$ cat config.mk
export PLATFORM = sky130hd
export DESIGN_NAME = to_ip_tx_noc_out_ctrl_flat
export DESIGN_NICKNAME = d
export VERILOG_FILES = /design/src/rtl/to_ip_tx_noc_out_ctrl_if.sv /design/src/rtl/to_ip_tx_noc_out_ctrl.sv /design/src/flat_wrapper.sv
export SDC_FILE = /design/constraint.sdc
export NUM_CORES = 1
export LEC_CHECK = 0
export CAP_MARGIN = 20
export CORE_ASPECT_RATIO = 1.1
export CORE_MARGIN = 3
export CORE_UTILIZATION = 25
export DETAILED_ROUTE_END_ITERATION = 10
export MAX_ROUTING_LAYER = met4
export PLACE_DENSITY = 0.57
export SETUP_SLACK_MARGIN = 0.4
export SYNTH_ARGS = -nofsm -noshare
export SYNTH_HDL_FRONTEND = slang
export SYNTH_SLANG_ARGS = --single-unit
$ cat constraint.sdc
create_clock -name clk -period 2.12 [get_ports clk]
set_input_delay 0.424 -clock clk [delete_from_list [all_inputs] [get_ports clk]]
set_output_delay 0.424 -clock clk [all_outputs]
set_load 0.02 [all_outputs]
$ cat src/rtl/to_ip_tx_noc_out_ctrl_if.sv
// Flit-type package and handshake bundle for the TX NoC output controller.
// Width macros default to 64-byte flits when the including build does not set them.
`ifndef NOC_DATA_BYTES_W
`define NOC_DATA_BYTES_W 6
`endif
`ifndef NOC_DATA_BYTES
`define NOC_DATA_BYTES (2 ** `NOC_DATA_BYTES_W)
`endif
`ifndef TOT_LEN_W
`define TOT_LEN_W 16
`endif
`ifndef MSG_LENGTH_WIDTH
`define MSG_LENGTH_WIDTH 8
`endif

package to_ip_tx_pkg;
  typedef enum logic [1:0] {
    SEL_HDR_FLIT  = 2'd0,
    SEL_META_FLIT = 2'd1,
    SEL_DATA_FLIT = 2'd2
  } noc_flit_mux_sel;
endpackage

interface to_ip_tx_noc_out_ctrl_if;
  logic                              src_to_ip_tx_out_meta_val;
  logic                              to_ip_tx_out_src_meta_rdy;
  logic [`TOT_LEN_W-1:0]             src_to_ip_tx_out_payload_len;
  logic                              src_to_ip_tx_out_data_val;
  logic                              to_ip_tx_out_src_data_rdy;
  logic                              to_ip_tx_out_noc0_val;
  logic                              noc0_to_ip_tx_out_rdy;
  to_ip_tx_pkg::noc_flit_mux_sel     ctrl_datap_flit_sel;
  logic                              ctrl_datap_store_inputs;
  logic                              datap_ctrl_last_output;
  logic                              ctrl_len_err;

  // Controller side
  modport master (
    input  src_to_ip_tx_out_meta_val,
    output to_ip_tx_out_src_meta_rdy,
    input  src_to_ip_tx_out_payload_len,
    input  src_to_ip_tx_out_data_val,
    output to_ip_tx_out_src_data_rdy,
    output to_ip_tx_out_noc0_val,
    input  noc0_to_ip_tx_out_rdy,
    output ctrl_datap_flit_sel,
    output ctrl_datap_store_inputs,
    input  datap_ctrl_last_output,
    output ctrl_len_err
  );

  // Source / NoC / datapath side
  modport slave (
    output src_to_ip_tx_out_meta_val,
    input  to_ip_tx_out_src_meta_rdy,
    output src_to_ip_tx_out_payload_len,
    output src_to_ip_tx_out_data_val,
    input  to_ip_tx_out_src_data_rdy,
    input  to_ip_tx_out_noc0_val,
    output noc0_to_ip_tx_out_rdy,
    input  ctrl_datap_flit_sel,
    input  ctrl_datap_store_inputs,
    output datap_ctrl_last_output,
    input  ctrl_len_err
  );
endinterface

$ cat src/rtl/to_ip_tx_noc_out_ctrl.sv
// TX NoC output sequencer: emits header, metadata, then payload flits per packet,
// and flags a sticky error when the data beat count disagrees with payload_len.
`ifndef NOC_DATA_BYTES_W
`define NOC_DATA_BYTES_W 6
`endif
`ifndef TOT_LEN_W
`define TOT_LEN_W 16
`endif
`ifndef MSG_LENGTH_WIDTH
`define MSG_LENGTH_WIDTH 8
`endif

module to_ip_tx_noc_out_ctrl (
  input  logic                          clk,
  input  logic                          rst,
  to_ip_tx_noc_out_ctrl_if.master       bus
);
  import to_ip_tx_pkg::*;

  localparam int LEN_W = `TOT_LEN_W;
  localparam int BW    = `NOC_DATA_BYTES_W;
  localparam int CNT_W = `MSG_LENGTH_WIDTH;
  localparam int EXP_W = LEN_W - BW + 1;
  localparam int CMP_W = ((EXP_W > CNT_W) ? EXP_W : CNT_W) + 1;

  typedef enum logic [1:0] {ST_READY, ST_META, ST_DATA} state_t;

  state_t             state_q, state_d;
  logic [CNT_W-1:0]   beat_cnt_q, beat_cnt_d;
  logic [EXP_W-1:0]   exp_flits_q, exp_flits_d;
  logic               len_err_q, len_err_d;

  logic               meta_hs, data_hs, cnt_done;
  logic [CMP_W-1:0]   cnt_plus1;

  assign meta_hs   = bus.src_to_ip_tx_out_meta_val & bus.noc0_to_ip_tx_out_rdy;
  assign data_hs   = bus.src_to_ip_tx_out_data_val & bus.noc0_to_ip_tx_out_rdy;
  // Widened so a saturated counter still compares correctly against exp_flits
  assign cnt_plus1 = CMP_W'(beat_cnt_q) + CMP_W'(1);
  assign cnt_done  = (cnt_plus1 == CMP_W'(exp_flits_q));

  always_comb begin
    state_d                     = state_q;
    beat_cnt_d                  = beat_cnt_q;
    exp_flits_d                 = exp_flits_q;
    len_err_d                   = len_err_q;
    bus.ctrl_datap_flit_sel     = SEL_HDR_FLIT;
    bus.to_ip_tx_out_noc0_val   = 1'b0;
    bus.to_ip_tx_out_src_meta_rdy = 1'b0;
    bus.to_ip_tx_out_src_data_rdy = 1'b0;
    bus.ctrl_datap_store_inputs = 1'b0;

    if (!rst) begin
      case (state_q)
        ST_READY: begin
          bus.to_ip_tx_out_noc0_val     = bus.src_to_ip_tx_out_meta_val;
          bus.ctrl_datap_store_inputs   = bus.src_to_ip_tx_out_meta_val;
          bus.to_ip_tx_out_src_meta_rdy = bus.noc0_to_ip_tx_out_rdy;
          if (meta_hs) begin
            // Round partial trailing flit up to a whole flit
            exp_flits_d = EXP_W'(bus.src_to_ip_tx_out_payload_len >> BW)
                        + EXP_W'(|bus.src_to_ip_tx_out_payload_len[BW-1:0]);
            beat_cnt_d  = '0;
            state_d     = ST_META;
          end
        end
        ST_META: begin
          bus.ctrl_datap_flit_sel   = SEL_META_FLIT;
          bus.to_ip_tx_out_noc0_val = 1'b1;
          if (bus.noc0_to_ip_tx_out_rdy) begin
            state_d = (exp_flits_q == '0) ? ST_READY : ST_DATA;
          end
        end
        ST_DATA: begin
          bus.ctrl_datap_flit_sel       = SEL_DATA_FLIT;
          bus.to_ip_tx_out_noc0_val     = bus.src_to_ip_tx_out_data_val;
          bus.to_ip_tx_out_src_data_rdy = bus.noc0_to_ip_tx_out_rdy;
          if (data_hs) begin
            beat_cnt_d = (&beat_cnt_q) ? beat_cnt_q : beat_cnt_q + CNT_W'(1);
            if (bus.datap_ctrl_last_output) begin
              state_d = ST_READY;
              if (!cnt_done) len_err_d = 1'b1;
            end else if (cnt_done) begin
              len_err_d = 1'b1;
            end
          end
        end
        default: state_d = ST_READY;
      endcase
    end
  end

  always_ff @(posedge clk) begin
    if (rst) begin
      state_q     <= ST_READY;
      beat_cnt_q  <= '0;
      exp_flits_q <= '0;
      len_err_q   <= 1'b0;
    end else begin
      state_q     <= state_d;
      beat_cnt_q  <= beat_cnt_d;
      exp_flits_q <= exp_flits_d;
      len_err_q   <= len_err_d;
    end
  end

  assign bus.ctrl_len_err = len_err_q;

endmodule

$ cat src/flat_wrapper.sv
// flat-port wrapper written by rule: the top's interface ports become plain ports
module to_ip_tx_noc_out_ctrl_flat import to_ip_tx_pkg::*;
  (clk, rst, bus_src_to_ip_tx_out_meta_val, bus_to_ip_tx_out_src_meta_rdy, bus_src_to_ip_tx_out_payload_len, bus_src_to_ip_tx_out_data_val, bus_to_ip_tx_out_src_data_rdy, bus_to_ip_tx_out_noc0_val, bus_noc0_to_ip_tx_out_rdy, bus_ctrl_datap_flit_sel, bus_ctrl_datap_store_inputs, bus_datap_ctrl_last_output, bus_ctrl_len_err);
  to_ip_tx_noc_out_ctrl_if bus_i ();
  input  logic clk;
  input  logic rst;
  input wire logic [$bits(bus_i.src_to_ip_tx_out_meta_val)-1:0] bus_src_to_ip_tx_out_meta_val;
  output wire logic [$bits(bus_i.to_ip_tx_out_src_meta_rdy)-1:0] bus_to_ip_tx_out_src_meta_rdy;
  input wire logic [$bits(bus_i.src_to_ip_tx_out_payload_len)-1:0] bus_src_to_ip_tx_out_payload_len;
  input wire logic [$bits(bus_i.src_to_ip_tx_out_data_val)-1:0] bus_src_to_ip_tx_out_data_val;
  output wire logic [$bits(bus_i.to_ip_tx_out_src_data_rdy)-1:0] bus_to_ip_tx_out_src_data_rdy;
  output wire logic [$bits(bus_i.to_ip_tx_out_noc0_val)-1:0] bus_to_ip_tx_out_noc0_val;
  input wire logic [$bits(bus_i.noc0_to_ip_tx_out_rdy)-1:0] bus_noc0_to_ip_tx_out_rdy;
  output wire logic [$bits(bus_i.ctrl_datap_flit_sel)-1:0] bus_ctrl_datap_flit_sel;
  output wire logic [$bits(bus_i.ctrl_datap_store_inputs)-1:0] bus_ctrl_datap_store_inputs;
  input wire logic [$bits(bus_i.datap_ctrl_last_output)-1:0] bus_datap_ctrl_last_output;
  output wire logic [$bits(bus_i.ctrl_len_err)-1:0] bus_ctrl_len_err;
  assign bus_i.src_to_ip_tx_out_meta_val = bus_src_to_ip_tx_out_meta_val;
  assign bus_to_ip_tx_out_src_meta_rdy = bus_i.to_ip_tx_out_src_meta_rdy;
  assign bus_i.src_to_ip_tx_out_payload_len = bus_src_to_ip_tx_out_payload_len;
  assign bus_i.src_to_ip_tx_out_data_val = bus_src_to_ip_tx_out_data_val;
  assign bus_to_ip_tx_out_src_data_rdy = bus_i.to_ip_tx_out_src_data_rdy;
  assign bus_to_ip_tx_out_noc0_val = bus_i.to_ip_tx_out_noc0_val;
  assign bus_i.noc0_to_ip_tx_out_rdy = bus_noc0_to_ip_tx_out_rdy;
  assign bus_ctrl_datap_flit_sel = bus_i.ctrl_datap_flit_sel;
  assign bus_ctrl_datap_store_inputs = bus_i.ctrl_datap_store_inputs;
  assign bus_i.datap_ctrl_last_output = bus_datap_ctrl_last_output;
  assign bus_ctrl_len_err = bus_i.ctrl_len_err;
  to_ip_tx_noc_out_ctrl u_core (.clk(clk), .rst(rst), .bus(bus_i));
endmodule
==> results.ini, run 1 <==
[routing]
ant_nets=0
vias_per_cell=5.02
wl_um=4020
wire_per_inst_um=12.8
drcViolationCount=0
num_vias=1581
first_iter_violations=115
drtPass1Iterations=4

[clocking]
clock_latency_ns=0.27
cts_sinks=22
clockRootBuffer=clkbuf_8
cts_buffers=3
cts_buffer_depth=2
clkTransAtPathRegs_ns=0.09
cts_tree=done
cts_max_level=1

[status]
run_status=completed

[sta]
hold_viol=0
skew_ns=0.00547
drv_slew=0
tns_ns=0
period_share_pct=86.5
rsz0062_at_grt=yes
min_period_ns=1.83
worst_slew_pin_slew_ns=0.418
slew_headroom_pct=72.1
fmax_mhz=546
setup_violations=0
fin_ws_ns=0.287

[final_layout]
nets=266
syn_to_final_growth_pct=46.4
seq_area_sq_um=458
multiInputGateArea_sq_um=1090
diodes=0
fillers=589
drive_above_1_share_pct=29.6
instances_no_fill=315
postLayoutCellArea_sq_um=2180
final_core_util_pct=39.1

[placement]
dp_slack_ns=-0.173
dp_hpwl_um=3030
placed_area_sq_um=2010
routabilityCongestion=0.891
dp.cells=306
io_buffers=28

[floorplan]
die_area_sq_um=6910
initial_core_util_pct=26.7
fp.dieH_um=86.9
die_x_um=79.5
row_count=28
core_area_sq_um=5570
ios=29

[yosys]
synthesis.yosys.warnings=0
synth_area_leaders=dfxtp_1 30%, nor2_1 6.6%, a21oi_1 6.1%
synth_top_area_share_pct=29.6
yosysTopAreaCell=dfxtp_1
synth_common_cells=26 x nor2_1, 22 x dfxtp_1, 18 x a21oi_1
synth.most_common_cell=nor2_1
synth_seq_area_share_pct=29.6
syn_inst=193
avgSynthCellArea_sq_um=7.70
synth-seq-cells=22
syn_area_sq_um=1490
syn_nets=218
synth_edf_count=0
synthArstFlopShare_pct=0
yosysUniqueCellTypes=46
synth_ff_type=dfxtp_1

[power]
ir_worst_vdd_v=0.000224
leakagePower_nw=0.826
powerDensity_nw_per_um2=477

[flow_run]
drv_cap=0

[global_route]
grt_pass1_wl_um=6700
grt_pass1_vias=1468
grt_usage_pct=12.3
grt_max_degree=20
grt.overflow.total=0
antenna_found_initial=0

[worst_setup_path]
crit_type=reg2reg
arrival_ns=2.03
endpoint_kind=flop
crit_path_max_fanout=9
path_buf_inv=1
crit_chain=ha_4, buf_4, a21boi_0, o22ai_1, or4_1, o211ai_1
critPathLaunchType=flop
max_stage_delay_ns=0.56
path_delay_family=simple AND/OR/NAND/NOR gates
cp.required_ns=2.32
crit_path_top_delay_cell=or4_1

[hold_path]
hold_class=reg2reg

worst min-delay path, cell delays in order (launching register included):
cell and delay (ns):
dfxtp_1 0.32, nand2_1 0.06, a21oi_1 0.05
metrics by stage:
stage | hold WS [ns] | total power, mW
final | 0.467 | 1.04
after global routing | 0.494 | 1.09
after floorplan | 0.432 | 0.556
after global placement | 0.449 | 0.653
after CTS | 0.468 | 1.05
after detailed placement | 0.456 | 0.653
logic make-up (layout without fill, tap and decap cells):
family          after synthesis  count (layout)  share of synthesized area (%)
compound gates               53              53                           23.2
xor+xnor                     15              15                           9.34
fa+ha+maj                     3               3                           2.53
buf+inv                      15              62                           5.30
flops                        22              22                           29.6
mux                           2               2                           1.43
simple gates                 83              83                           28.5
worst paths after layout:
check	from	end	slack, ns	cells after the start
worst max register to register	u_core.beat_cnt_q[1]$_SDFFE_PP0P_	u_core.bus.ctrl_len_err$_SDFFE_PP0P_	0.29	6
worst max-delay path	u_core.beat_cnt_q[1]$_SDFFE_PP0P_	u_core.bus.ctrl_len_err$_SDFFE_PP0P_	0.29	6
worst min register to register	u_core.exp_flits_q[10]$_SDFFE_PP0P_	u_core.exp_flits_q[10]$_SDFFE_PP0P_	0.47	2
worst min-delay path	u_core.exp_flits_q[10]$_SDFFE_PP0P_	u_core.exp_flits_q[10]$_SDFFE_PP0P_	0.47	2
final cells by class:
type / instances / area share (%)
sequential: 22 / 21.0
clock buffer: 3 / 1.90
tap: 75 / 4.31
timing repair buffer: 56 / 20.9
clock inverter: 1 / 1.38
multi-input combinational: 156 / 50.1
inverter: 2 / 0.345
per-layer routing:
metal  GRT usage (%)  wire length (um)  vias up
li1                -                 -      815
met1            14.8              1820      733
met2            21.6              2040       28
met3            1.55               120        5
met4            3.28                45        0
met5               -                 0        -
what timing repair did:
| item | CTS | global route |
|---|---|---|
| buffers inserted | 3 | 2 |
| endpoints found under the setup margin | 23 | 13 |
| hold buffers | 0 | 0 |
| gates resized for setup | 54 | 15 |
| pin swaps | 14 | 10 |
report_power, final:
group          switching [mW]  internal, mW
sequential             0.0214         0.424
clock                   0.145         0.252
combinational          0.0952        0.0998
sequential cells by signal, indices dropped and copies added, names as in the netlist:
name and cells:
u_core.state_q 2, u_core.exp_flits_q 11, u_core.bus.ctrl_len_err 1, u_core.beat_cnt_q 8
layout by cell type, fill, tap and decap left out, types with 4 or more instances in the layout:
master	instances
buf_4	29
nor2_1	25
a21oi_1	18
dfxtp_1	16
nand2_1	13
clkdlybuf4s50_1	9
nand3_1	8
a211oi_1	8
xor2_1	7
o21ai_0	6
dlygate4sd2_1	6
and3_1	5
xnor2_1	5
buf_2	5
nand4_1	4
dfxtp_4	4
Power figures use the tool's default switching activity.
==> run 2, diff against run 1 <==
--- a/config.mk
+++ b/config.mk
@@ -5,6 +5,7 @@
 export SDC_FILE = /design/constraint.sdc
 export NUM_CORES = 1
 export LEC_CHECK = 0
+export ABC_AREA = 1
 export CAP_MARGIN = 20
 export CORE_ASPECT_RATIO = 1.1
 export CORE_MARGIN = 3
==> run 2 against run 1 <==
Against the previous run:
- cell area shrank 8.3%
- non-clock buffer count shrank 14
- largest power group unchanged
- utilization shrank 2.3 points
- wire length shrank 11%
- final cell count grew 7.6%
- power shrank 8.8%
- worst hold slack lost 0.0023 ns
==> results.ini, run 2 <==
[global_route]
grt_usage_pct=11.7  ; was 12.3%
antenna_found_initial=0  ; unchanged
grt_max_degree=15  ; was 20
grt_pass1_wl_um=6160  ; was 6700 um
grt_pass1_vias=1461  ; was 1468
grt.overflow.total=0  ; unchanged

[routing]
first_iter_violations=77  ; was 115
drtPass1Iterations=4  ; unchanged
vias_per_cell=4.41  ; was 5.02
wire_per_inst_um=10.6  ; was 12.8 um
drcViolationCount=0  ; unchanged
wl_um=3580  ; was 4020 um
num_vias=1495  ; was 1581
ant_nets=0  ; unchanged

[worst_setup_path]
r2r_end=u_core.bus.ctrl_len_err$_SDFFE_PP0P_  ; unchanged
rrSetupSlack_ns=0.60  ; was 0.29 ns
rr_startpoint=u_core.beat_cnt_q[0]$_SDFFE_PP0P_  ; was u_core.beat_cnt_q[1]$_SDFFE_PP0P_
endpoint_kind=primary output  ; was flop
crit_path_frequent_cell=inv_1
critPathLaunchType=flop  ; unchanged
max_stage_delay_ns=0.37  ; was 0.56 ns
crit_path_top_delay_cell=dfxtp_2  ; was or4_1
crit_type=reg2out  ; was reg2reg
arrival_ns=1.21  ; was 2.03 ns
cp.required_ns=1.70  ; was 2.32 ns
crit_path_max_fanout=4  ; was 9
ff2ff_path_depth=13  ; was 6
crit_chain=inv_1, nor2_2, inv_1, nor3_2, buf_4  ; was ha_4, buf_4, a21boi_0, o22ai_1, or4_1, o211ai_1
crit_start=u_core.state_q[1]$_SDFFE_PP0P_  ; was u_core.beat_cnt_q[1]$_SDFFE_PP0P_

[yosys]
synthArstFlopShare_pct=0  ; unchanged
synth_ff_type=dfxtp_1  ; unchanged
yosysUniqueCellTypes=25  ; was 46
syn_inst=221  ; was 193
synth_top_area_share_pct=31.3  ; was 29.6%
syn_nets=246  ; was 218
synth-seq-cells=22  ; unchanged
synth_edf_count=0  ; unchanged
synth_common_cells=54 x nand2_1, 32 x inv_1, 22 x dfxtp_1, 22 x nand3_1  ; was 26 x nor2_1, 22 x dfxtp_1, 18 x a21oi_1
synth_area_leaders=dfxtp_1 31%, nand2_1 14%, inv_1 8.5%  ; was dfxtp_1 30%, nor2_1 6.6%, a21oi_1 6.1%
yosysTopAreaCell=dfxtp_1  ; unchanged
avgSynthCellArea_sq_um=6.37  ; was 7.70 sq um
synth.most_common_cell=nand2_1  ; was nor2_1
syn_area_sq_um=1410  ; was 1490 sq um
synth_seq_area_share_pct=31.3  ; was 29.6%
synthesis.yosys.warnings=0  ; unchanged

[power]
leakagePower_nw=0.838  ; was 0.826 nW
p_total_mw=0.946  ; was 1.04 mW
ir_worst_vdd_v=0.000234  ; was 0.000224 V
powerDensity_nw_per_um2=474  ; was 477 nW/um^2

[clocking]
clkTransAtPathRegs_ns=0.09  ; about the same
clockRootBuffer=clkbuf_8  ; unchanged
clock_latency_ns=0.26  ; was 0.27 ns
cts_buffers=3  ; unchanged
cts_tree=done  ; unchanged
cts_buffer_depth=2  ; unchanged
cts_sinks=22  ; unchanged
cts_max_level=1  ; unchanged

[final_layout]
fillers=590  ; was 589
seq_area_sq_um=450  ; was 458 sq um
largest_reg_flops=11  ; unchanged
diodes=0  ; unchanged
final_cell_mix=54 x nand2_1, 29 x inv_1, 22 x nand3_1  ; was 29 x buf_4, 25 x nor2_1, 18 x a21oi_1
regMostFlops=u_core.exp_flits_q  ; unchanged
top_regs=u_core.exp_flits_q x11, u_core.beat_cnt_q x8, u_core.state_q x2  ; unchanged
multiInputGateArea_sq_um=916  ; was 1090 sq um
drive_above_1_share_pct=20.8  ; was 29.6%
syn_to_final_growth_pct=41.8  ; was 46.4%
layout_commonest_cell=nand2_1  ; was buf_4
nets=290  ; was 266

[sta]
worst_slew_pin_slew_ns=0.344  ; was 0.418 ns
period_share_pct=77.3  ; was 86.5%
rsz0062_at_grt=yes  ; unchanged
hold_viol=0  ; unchanged
slew_headroom_pct=76.8  ; was 72.1%
skew_ns=0.00625  ; was 0.00547 ns
hold_slack_ns=0.465  ; was 0.467 ns
min_period_ns=1.64  ; was 1.83 ns
fmax_mhz=610  ; was 546 MHz
setup_violations=0  ; unchanged
drv_slew=0  ; unchanged

[floorplan]
row_count=28  ; unchanged
die_area_sq_um=6570  ; was 6910 sq um
ios=29  ; unchanged
die_x_um=77.5  ; was 79.5 um
initial_core_util_pct=25.9  ; was 26.7%
fp.dieH_um=84.7  ; was 86.9 um
core_area_sq_um=5430  ; was 5570 sq um

[status]
run_status=completed  ; unchanged

[hold_path]
min_from=u_core.bus.ctrl_len_err$_SDFFE_PP0P_  ; was u_core.exp_flits_q[10]$_SDFFE_PP0P_
holdPathStages=2  ; unchanged
min_to=u_core.bus.ctrl_len_err$_SDFFE_PP0P_  ; was u_core.exp_flits_q[10]$_SDFFE_PP0P_
hold_class=reg2reg  ; unchanged

[placement]
dp_hpwl_um=2840  ; was 3030 um
routabilityCongestion=0.845  ; was 0.891
io_buffers=28  ; unchanged

[flow_run]
drv_cap=0  ; unchanged

[run 2: through the flow]
| stage | std cells | cell area (sq um) | setup TNS (ns) | worst slack [ns] | utilization [%] |
|---|---|---|---|---|---|
| after floorplan | 221 | 1410 | 0 | 0.410 | - |
| after global placement | 333 | 1870 | -0.577 | -0.108 | 34.4 |
| after detailed placement | 333 | 1870 | -0.640 | -0.132 | 34.4 |
| after CTS | 337 | 1940 | 0 | 0.391 | 35.7 |
| after global routing | 339 | 2000 | 0 | 0.374 | 36.8 |
| final | 339 | 2000 | 0 | 0.481 | 36.8 |
[run 2: layout make-up]
type,instances,share of cell area (%)
well taps,75,4.70
inverters,33,6.21
clock buffers,4,2.76
repair buffers,42,17.9
multi-input cells,163,45.9
flip-flops and latches,22,22.6
[run 2: metal layers]
layer | wire length [um] | GRT usage [%] | vias up
li1 | - | - | 812
met1 | 1700 | 13.9 | 653
met2 | 1720 | 20.0 | 26
met3 | 97 | 1.72 | 4
met4 | 71 | 4.37 | 0
met5 | 0 | - | -
[run 2: how the worst max path moves through the flow]
| stage | endpoint | slack, ns | cells past startpoint |
|---|---|---|---|
| floorplan | u_core.exp_flits_q[8]$_SDFFE_PP0P_ | 0.41 | 9 |
| detailed placement | bus_to_ip_tx_out_src_data_rdy | -0.13 | 4 |
| global route | u_core.bus.ctrl_len_err$_SDFFE_PP0P_ | 0.37 | 13 |
| CTS | bus_to_ip_tx_out_src_data_rdy | 0.39 | 4 |
| finish | bus_to_ip_tx_out_src_data_rdy | 0.48 | 5 |
| global placement | bus_ctrl_datap_store_inputs | -0.11 | 6 |
[run 2: worst max-delay path: cells and delay by family (launching register included)]
kind / cells / cell delay (ns)
flip-flops: 1 / 0.37
buffers and inverters: 3 / 0.33
AND/OR/NAND/NOR: 2 / 0.25
[run 2: repair_timing]
| item | in CTS | in global routing |
|---|---|---|
| gates resized for setup | 52 | 21 |
| gates cloned | 0 | 0 |
| buffers inserted | 0 | 2 |
| pin swaps | 11 | 9 |
| hold buffers | 0 | 0 |
| setup endpoints to repair | 12 | 20 |
[run 2: logic make-up after synthesis]
| kind of cell | count (synthesis) | share of synthesized area [%] |
|---|---|---|
| xor gates and xnor gates | 8 | 4.98 |
| AOI/OAI and AO/OA | 36 | 14.0 |
| DFF | 22 | 31.3 |
| buffers and inverters | 36 | 9.60 |
| adders and majority gates | 3 | 2.67 |
| and+or+nand+nor | 116 | 37.5 |
[run 2: power by group]
part	total (mW)	internal [mW]	switching [mW]
registers	0.444	0.429	0.0156
clock network	0.307	0.166	0.141
logic	0.195	0.0925	0.103
==> run 3, diff against run 2 <==
==> constraint.sdc (replaced) <==
create_clock -name clk -period 1.7 [get_ports clk]
set_input_delay 0.34 -clock clk [delete_from_list [all_inputs] [get_ports clk]]
set_output_delay 0.34 -clock clk [all_outputs]
set_load 0.02 [all_outputs]
==> run 3 against run 2 <==
Against the previous run:
- cell area up 9.3%
- register-to-register slack worse by 0.40 ns
- clock skew decreased by 0.0036 ns
- sequential cell count stayed put
- critical endpoint unchanged
- sequential power rose by 25%
- worst setup slack lost 0.30 ns
- largest cell class unchanged
- combinational power is 47% higher
- global-route usage about the same
- critical path type unchanged
- wire length up 3.0%
- clock-buffer cell count did not move
- utilization increased by 3.4 points
==> results.ini, run 3 (synthesis gave the netlist of run 2 again) <==
[routing]
num_vias=1533  ; was 1495
wl_um=3690  ; was 3580 um
wl_met3_um=103  ; was 97 um
drcViolationCount=0  ; unchanged
wl_met1_um=1840  ; was 1700 um
first_iter_violations=74  ; was 77
ant_nets=0  ; unchanged
wl_met2_um=1730  ; was 1720 um
wire_per_inst_um=10.5  ; was 10.6 um
drtPass1Iterations=5  ; was 4
topRoutingLayerUsed=met4  ; unchanged
vias_per_cell=4.36  ; was 4.41

[sta]
setup_violations=0  ; unchanged
slew_headroom_pct=76.2  ; was 76.8%
fmax_mhz=658
worst_slew_pin_slew_ns=0.354  ; was 0.344 ns
period_share_pct=89.3
hold_viol=0  ; unchanged
rsz0062_at_grt=yes  ; unchanged
drv_slew=0  ; unchanged
skew_ns=0.00266  ; was 0.00625 ns
fin_ws_ns=0.181  ; was 0.481 ns
min_period_ns=1.52

[clocking]
clkTransAtPathRegs_ns=0.08  ; was 0.09 ns
cts_max_level=1  ; unchanged
cts_tree=done  ; unchanged
cts_buffers=3  ; unchanged
ctsHoldBuffers=0  ; unchanged
cts_sinks=22  ; unchanged
cts_buffer_depth=2  ; unchanged
clockRootBuffer=clkbuf_8  ; unchanged
clock_latency_ns=0.26  ; about the same

[final_layout]
syn_to_final_growth_pct=54.9  ; was 41.8%
layout_commonest_cell=nand2_1  ; unchanged
seq_area_sq_um=455  ; was 450 sq um
final_core_util_pct=40.2  ; was 36.8%
top_regs=u_core.exp_flits_q x11, u_core.beat_cnt_q x8, u_core.state_q x2  ; unchanged
drive_above_1_share_pct=31.8  ; was 20.8%
instances_no_fill=352  ; was 339
fillers=567  ; was 590
multiInputGateArea_sq_um=972  ; was 916 sq um
nets=303  ; was 290
regMostFlops=u_core.exp_flits_q  ; unchanged
diodes=0  ; unchanged
largest_reg_flops=11  ; unchanged
final_cell_mix=51 x nand2_1, 27 x buf_4, 25 x inv_1  ; was 54 x nand2_1, 29 x inv_1, 22 x nand3_1

[worst_setup_path]
arrival_ns=1.18  ; was 1.21 ns
cp.required_ns=1.36  ; was 1.70 ns
crit_path_top_delay_cell=dfxtp_2  ; unchanged
path_buf_inv=3  ; unchanged
path_delay_family=flip-flops  ; unchanged
crit_type=reg2out  ; unchanged
max_stage_delay_ns=0.38  ; was 0.37 ns
endpoint_kind=primary output  ; unchanged
crit_path_max_fanout=3  ; was 4
crit_path_frequent_cell=inv_2  ; was inv_1
crit_chain=inv_2, nor2_4, inv_2, nor3_2, buf_4  ; was inv_1, nor2_2, inv_1, nor3_2, buf_4
critPathLaunchType=flop  ; unchanged

[placement]
dp.cells=343  ; was 333
dp_hpwl_um=2960  ; was 2840 um
dp_slack_ns=-0.410  ; was -0.132 ns
routabilityCongestion=0.872  ; was 0.845
io_buffers=28  ; unchanged

[global_route]
grt_pass1_wl_um=6210  ; was 6160 um
grt_usage_pct=11.8  ; was 11.7%
grt_pass1_vias=1406  ; was 1461
antenna_found_initial=0  ; unchanged
grt.overflow.total=0  ; unchanged
grt_max_degree=15  ; unchanged

[power]
p_total_mw=1.22  ; was 0.946 mW
leakagePower_nw=0.909  ; was 0.838 nW
powerDensity_nw_per_um2=559  ; was 474 nW/um^2
ir_worst_vdd_v=0.000333  ; was 0.000234 V

[floorplan]
initial_core_util_pct=25.9  ; unchanged
fp.dieH_um=84.7  ; unchanged
core_area_sq_um=5430  ; unchanged
row_count=28  ; unchanged
die_x_um=77.5  ; unchanged
die_area_sq_um=6570  ; unchanged
ios=29  ; unchanged

[hold_path]
hold_class=reg2reg  ; unchanged

[flow_run]
drv_cap=0  ; unchanged

[status]
run_status=completed  ; unchanged

[run 3: changes by cell type in the layout (fill, tap and decap cells not counted), moves of 4 or more]
cell and change:
inv_2 +5, inv_1 -4, buf_4 +11, dlygate4sd2_1 +4, o21ai_0 -5, o21ai_1 +5, buf_6 +6, nor2_1 -6
[run 3: metal layers]
metal / GRT usage (%) / up-vias
met5: - / -
met3: 1.61 / 2
met4: 2.43 / 0
met2: 19.0 / 28
li1: - / 839
met1: 15.7 / 664
[run 3: repair_timing]
item                       CTS  global route
setup buffers                1             4
setup endpoints to repair   27            25
pin swaps                   18            15
gates resized for setup     79            21
[run 3: path summary, 6_finish.rpt]
path                                              from                                   end  slack (ns)  cells after the start
setup / recovery        u_core.state_q[1]$_SDFFE_PP0P_         bus_to_ip_tx_out_src_data_rdy        0.18                      5
hold / removal    u_core.bus.ctrl_len_err$_SDFFE_PP0P_  u_core.bus.ctrl_len_err$_SDFFE_PP0P_        0.46                      2
setup reg to reg     u_core.beat_cnt_q[2]$_SDFFE_PP0P_  u_core.bus.ctrl_len_err$_SDFFE_PP0P_        0.20                     10
hold reg to reg   u_core.bus.ctrl_len_err$_SDFFE_PP0P_  u_core.bus.ctrl_len_err$_SDFFE_PP0P_        0.46                      2
[run 3: report_power, final]
group          switching, mW  internal [mW]  total (mW)
combinational          0.143          0.143       0.286
sequential            0.0213          0.534       0.556
clock                  0.171          0.206       0.378
[run 3: cell type report]
| type | instances | share of cell area, % |
|---|---|---|
| multi-input combinational | 163 | 44.6 |
| timing repair buffer | 55 | 22.0 |
| sequential | 22 | 20.9 |
| inverter | 33 | 5.68 |
| tap | 75 | 4.30 |
| clock buffer | 4 | 2.52 |
[run 3: through the flow]
step	area (sq um)	hold WS, ns	TNS [ns]
after floorplan	1480	0.456	0
after global placement	2020	0.450	-4.84
after detailed placement	2020	0.451	-5.25
after CTS	2110	0.462	0
after global routing	2180	0.480	0
final	2180	0.458	0
[run 3: worst register-to-register path, stage by stage (launching register included)]
cell	delay (ns)
dfxtp_2	0.42
nand3_1	0.16
o21ai_1	0.20
nand2_1	0.10
nand2_1	0.07
nand2_1	0.06
nor2_2	0.12
nand3_1	0.07
nand2_1	0.07
nand3_2	0.06
a21oi_2	0.10
